File: src/rtl/gray_count_cfg.sv
// gray_count_cfg
// Parametrised Gray-code counter for the feedback path. The count is held as a
// binary register and re-encoded to Gray on every update, so both views are
// registered and have no combinational path from the inputs. Gray-coded counts
// are safe to sample from slower or asynchronous logic because every count
// step changes exactly one bit.
//
// Parameters
//   WIDTH     counter width in bits (>= 2)
//   SATURATE  0: wrap modulo 2^WIDTH, 1: hold at all-ones (up) / zero (down)
//
// Ports
//   clk         clock, all state updates on the rising edge
//   reset       asynchronous reset, active low
//   enable      count one step this cycle
//   up_dn       1: count up, 0: count down
//   clear       synchronous clear to zero (highest priority)
//   load        synchronous load of load_gray
//   load_gray   Gray-coded load value
//   cmp_gray    Gray-coded compare value
//   gray_count  registered Gray count
//   bin_count   registered binary equivalent of gray_count
//   wrap        one-cycle pulse after a wrapping count step
//   sat         count is pinned at its end value for the current up_dn
//   match       gray_count equals the cmp_gray sampled on the same edge

module gray_count_cfg #(
    parameter int WIDTH    = 17,
    parameter bit SATURATE = 1'b0
) (
    input  logic             clk,
    input  logic             reset,
    input  logic             enable,
    input  logic             up_dn,
    input  logic             clear,
    input  logic             load,
    input  logic [WIDTH-1:0] load_gray,
    input  logic [WIDTH-1:0] cmp_gray,
    output logic [WIDTH-1:0] gray_count,
    output logic [WIDTH-1:0] bin_count,
    output logic             wrap,
    output logic             sat,
    output logic             match
);

    localparam logic [WIDTH-1:0] COUNT_MAX  = '1;
    localparam logic [WIDTH-1:0] COUNT_ZERO = '0;
    localparam logic [WIDTH-1:0] COUNT_ONE  = {{(WIDTH-1){1'b0}}, 1'b1};

    logic [WIDTH-1:0] b;
    logic [WIDTH-1:0] b_next;
    logic [WIDTH-1:0] load_bin;
    logic [WIDTH-1:0] gray_next;
    logic             wrap_next;
    logic             sat_next;

    // Each binary bit is the XOR of all Gray bits at and above it; the running
    // accumulator walks from the MSB down.
    function automatic logic [WIDTH-1:0] gray_to_bin(input logic [WIDTH-1:0] g);
        logic [WIDTH-1:0] r;
        logic             acc;
        r   = '0;
        acc = 1'b0;
        for (int i = WIDTH - 1; i >= 0; i--) begin
            acc  = acc ^ g[i];
            r[i] = acc;
        end
        return r;
    endfunction

    assign load_bin = gray_to_bin(load_gray);

    // Next-state selection: clear beats load beats a count step. At the end
    // of the range the count either wraps (raising wrap) or stays put when
    // saturating.
    always_comb begin
        b_next    = b;
        wrap_next = 1'b0;
        if (clear) begin
            b_next = COUNT_ZERO;
        end else if (load) begin
            b_next = load_bin;
        end else if (enable) begin
            if (up_dn) begin
                if (b == COUNT_MAX) begin
                    if (!SATURATE) begin
                        b_next    = COUNT_ZERO;
                        wrap_next = 1'b1;
                    end
                end else begin
                    b_next = b + COUNT_ONE;
                end
            end else begin
                if (b == COUNT_ZERO) begin
                    if (!SATURATE) begin
                        b_next    = COUNT_MAX;
                        wrap_next = 1'b1;
                    end
                end else begin
                    b_next = b - COUNT_ONE;
                end
            end
        end
    end

    // The saturation flag looks at the value being stored together with the
    // direction requested now, so reversing direction drops it immediately.
    always_comb begin
        sat_next  = SATURATE && ((up_dn && (b_next == COUNT_MAX)) ||
                                 (!up_dn && (b_next == COUNT_ZERO)));
        gray_next = b_next ^ (b_next >> 1);
    end

    // All outputs are registered from the next-state values so that gray_count,
    // bin_count and the flags always refer to the same count.
    always_ff @(posedge clk or negedge reset) begin
        if (!reset) begin
            b          <= COUNT_ZERO;
            gray_count <= COUNT_ZERO;
            wrap       <= 1'b0;
            sat        <= 1'b0;
            match      <= 1'b0;
        end else begin
            b          <= b_next;
            gray_count <= gray_next;
            wrap       <= wrap_next;
            sat        <= sat_next;
            match      <= (gray_next == cmp_gray);
        end
    end

    assign bin_count = b;

endmodule
File: config.mk
export PLATFORM = sky130hd
export DESIGN_NAME = gray_count_cfg
export DESIGN_NICKNAME = d
export VERILOG_FILES = /design/src/rtl/gray_count_cfg.sv
export SDC_FILE = /design/constraint.sdc
export NUM_CORES = 1
export LEC_CHECK = 0
export CAP_MARGIN = 25
export CORE_UTILIZATION = 50
export DETAILED_ROUTE_END_ITERATION = 8
export GPL_TIMING_DRIVEN = 0
export PLACE_DENSITY = 0.87
export SLEW_MARGIN = 40
export SYNTH_ARGS = -nofsm -noshare
export SYNTH_HDL_FRONTEND = slang
export SYNTH_SLANG_ARGS = --single-unit
File: constraint.sdc
create_clock -name clk -period 4.4 [get_ports clk]
set_input_delay 1.1 -clock clk [delete_from_list [all_inputs] [get_ports clk]]
set_output_delay 1.1 -clock clk [all_outputs]
set_load 0.05 [all_outputs]
==> reports/results.ini <==
[synth]
synth_seq_cells=35
synth_cells=363
ys.warnings.count=0
yosysSeqAreaShare_pct=28.2
ys.flop_type=dfrtp_1
synthesis.nets=406
synth_edf_count=0
netlist_area_sq_mm=0.00310
synth_cell_types=63
synthArstFlopShare_pct=100
synth_area_per_cell_sq_um=8.55

[floorplan]
die_h_microns=80.8
ioPinCount=77
dieArea_sq_mm=0.00652
start_util_pct=52.1
fp.coreArea_sq_mm=0.00596
die_x_microns=80.8
placementRows=28

[timing]
maxSlewHeadroom_pct=51.5
min_period_ns=4.27
setup_viol=0
worst_slew_pin_slew_ns=0.721
rsz0062_at_grt=false
fmax_mhz=234
hold_viol=0
fin_hold_ws_ns=0.684
skew_ns=0.00493
setup_slack_ns=0.130
finalCritPeriodShare_pct=97.1
setup_tns_ns=0
slew_violations=0

[global_routing]
grt.overflow.total=0
grt_pass1_vias=3195
grt_first_pass_wirelength_mm=16.8
track_usage_pct=35.4
antenna_found_initial=0
grt_max_degree=24

[clock_network]
clock_path_buffers=2
ctsHoldBuffers=0
htreeDepth=2
path_clk_slew_ns=0.08
root_buffer=clkbuf_8
cts_buffers=5
clock_sinks=35
insertion_delay_ns=0.30
cts_tree=done

[setup_path]
regToRegEndpoint=match
cp-end-kind=flop
critPathRequiredTime_ns=4.61
arrival_ns=4.48
slowest_stage=clkdlybuf4s50_1
cp_num_buf_inv=1
r2r-start=bin_count[0]
cp_max_fo=5
crit_type=primary input to flop
cp-start-kind=primary input
regToRegSetupSlack_ns=0.20
max_stage_delay_ns=0.54
crit_chain=clkdlybuf4s50_1 > xor3_2 > xor2_4 > xor2_4 > xor2_1 > a32oi_2 > xor2_1 > and2_2 > mux2i_1 > a2111oi_1 > nor4b_2
cp_top_family=XOR/XNOR gates
worstRegToRegCells=14
crit_cells=11

[power]
powerDensity_mw_per_mm2=466
clkPwrFrac_pct=15.6
power_switching_share_pct=48.2
p_leak_uw=0.00165
p_sw_uw=947
p_comb_share_pct=60.6
ir_drop_mv=0.315
seqPwrFrac_pct=23.8
internal-power_uw=1020

[place]
place_ws_ns=-0.561
postPlaceCellArea_sq_mm=0.00394
place_congestion=0.977
dp_hpwl_mm=8.21
portBuffers=72

[route]
vias=3345
viasPerCell=6.35
drc=0
drtAntennaViolNets=0
drt_first_pass_iters=5
drt-initial-drc-count=437
avgRoutedWirePerCell_microns=21.0
finalWirelength_mm=11.1

[finish]
drive_gt1_share_pct=12.2
area_growth_pct=35.9
design_area_sq_mm=0.00422
final_common_cell=clkdlybuf4s50_1
finish.utilization_pct=70.8
final_nets=494
final_cell_mix=clkdlybuf4s50_1 (71), xnor2_1 (37), dfrtp_1 (35), inv_1 (22)
diodes=0

[status]
status=complete, no violations

[hold_path]
hold_class=primary input to async pin

[run]
max_cap_violations=0

-- per-stage QoR --
| stage | power, uW | cells |
|---|---|---|
| floorplan | 1230 | 363 |
| global placement | 1550 | 510 |
| detailed placement | 1590 | 511 |
| CTS | 1920 | 522 |
| global route | 2050 | 527 |
| finish | 1970 | 527 |
-- flip-flops by register name, indices dropped and copies added, names as in the netlist --
| name | flops |
|---|---|
| bin_count | 17 |
| gray_count | 16 |
| match | 1 |
| wrap | 1 |
-- final cells by class --
cell class                      count  area, sq um
Multi-Input combinational cell    280         2130
Buffer                             22         90.1
Inverter                           22         82.6
Clock inverter                      3         43.8
Tap cell                           75         93.8
Sequential cell                    35          876
Fill cell                         506         1740
Clock buffer                        5         68.8
Timing Repair Buffer               85          831
-- power groups by stage --
stage	Sequential, uW	Clock, uW	Combinational (uW)
after detailed placement	453	0	1140
after floorplan	714	0	516
final	468	307	1190
after global routing	479	319	1260
after CTS	446	306	1170
after global placement	449	0	1110
-- per-layer routing --
layer,part of all wire [%],GRT usage [%],vias up
li1,-,-,1493
met4,3.7,16.1,0
met2,48,59.0,214
met1,41,45.1,1594
met5,0,0,-
met3,7.9,5.39,44
-- worst max-delay path by stage --
stage	to	slack, ns	from
final	match	0.13	load_gray[16]
after global routing	match	0.005	load_gray[16]
after CTS	match	0.07	load_gray[15]
after detailed placement	match	-0.56	load_gray[15]
after global placement	match	-0.52	load_gray[15]
after floorplan	match	0.41	load_gray[15]
-- cells in the mapped netlist (all sizes together), types with 4 or more instances --
master / number / area share, %
xnor2: 39 / 11
dfrtp: 35 / 28
clkbuf: 23 / 2.8
xor2: 23 / 7.7
inv: 22 / 2.7
nor2: 22 / 2.7
o21ai: 20 / 3.2
a21oi: 19 / 3.1
nor3: 19 / 3.1
nand2: 16 / 1.9
nand3: 12 / 1.9
nor4: 10 / 2.0
a211oi: 8 / 2.3
nand4: 7 / 1.4
and3: 6 / 1.2
a31oi: 5 / 1.0
or3: 5 / 1.0
a2111oi: 4 / 1.7
o31ai: 4 / 0.97
xnor3: 4 / 2.9
-- what timing repair did --
action | in CTS | in global routing
pin swaps | 4 | 5
endpoints found under the setup margin | 1 | 1
setup buffers | 3 | 8
gates resized for setup | 7 | 9
endpoints found under the hold margin | 0 | 0
gates cloned | 0 | 0
-- cells by family after synthesis --
| kind of cell | after synthesis | synth area share (%) |
|---|---|---|
| other | 1 | 0.121 |
| muxes | 6 | 2.06 |
| and+or+nand+nor | 111 | 18.8 |
| buffers and inverters | 48 | 6.05 |
| AOI/OAI and AO/OA | 92 | 20.8 |
| adders and majority gates | 3 | 1.21 |
| DFF | 35 | 28.2 |
| xor gates and xnor gates | 67 | 22.7 |
-- worst register-to-register path, cell delays in order (launching register included) --
cell	delay [ns]
dfrtp_1	0.54
ha_1	0.28
nand4_1	0.29
nor4_2	0.43
and3_1	0.20
ha_1	0.34
o21ai_0	0.18
a2111oi_2	0.57
a2111oi_4	0.05
buf_4	0.20
xnor2_1	0.16
and2_2	0.17
mux2i_1	0.08
a2111oi_1	0.37
nor4b_2	0.25
No activity file was read; power rests on OpenSTA's default activity.
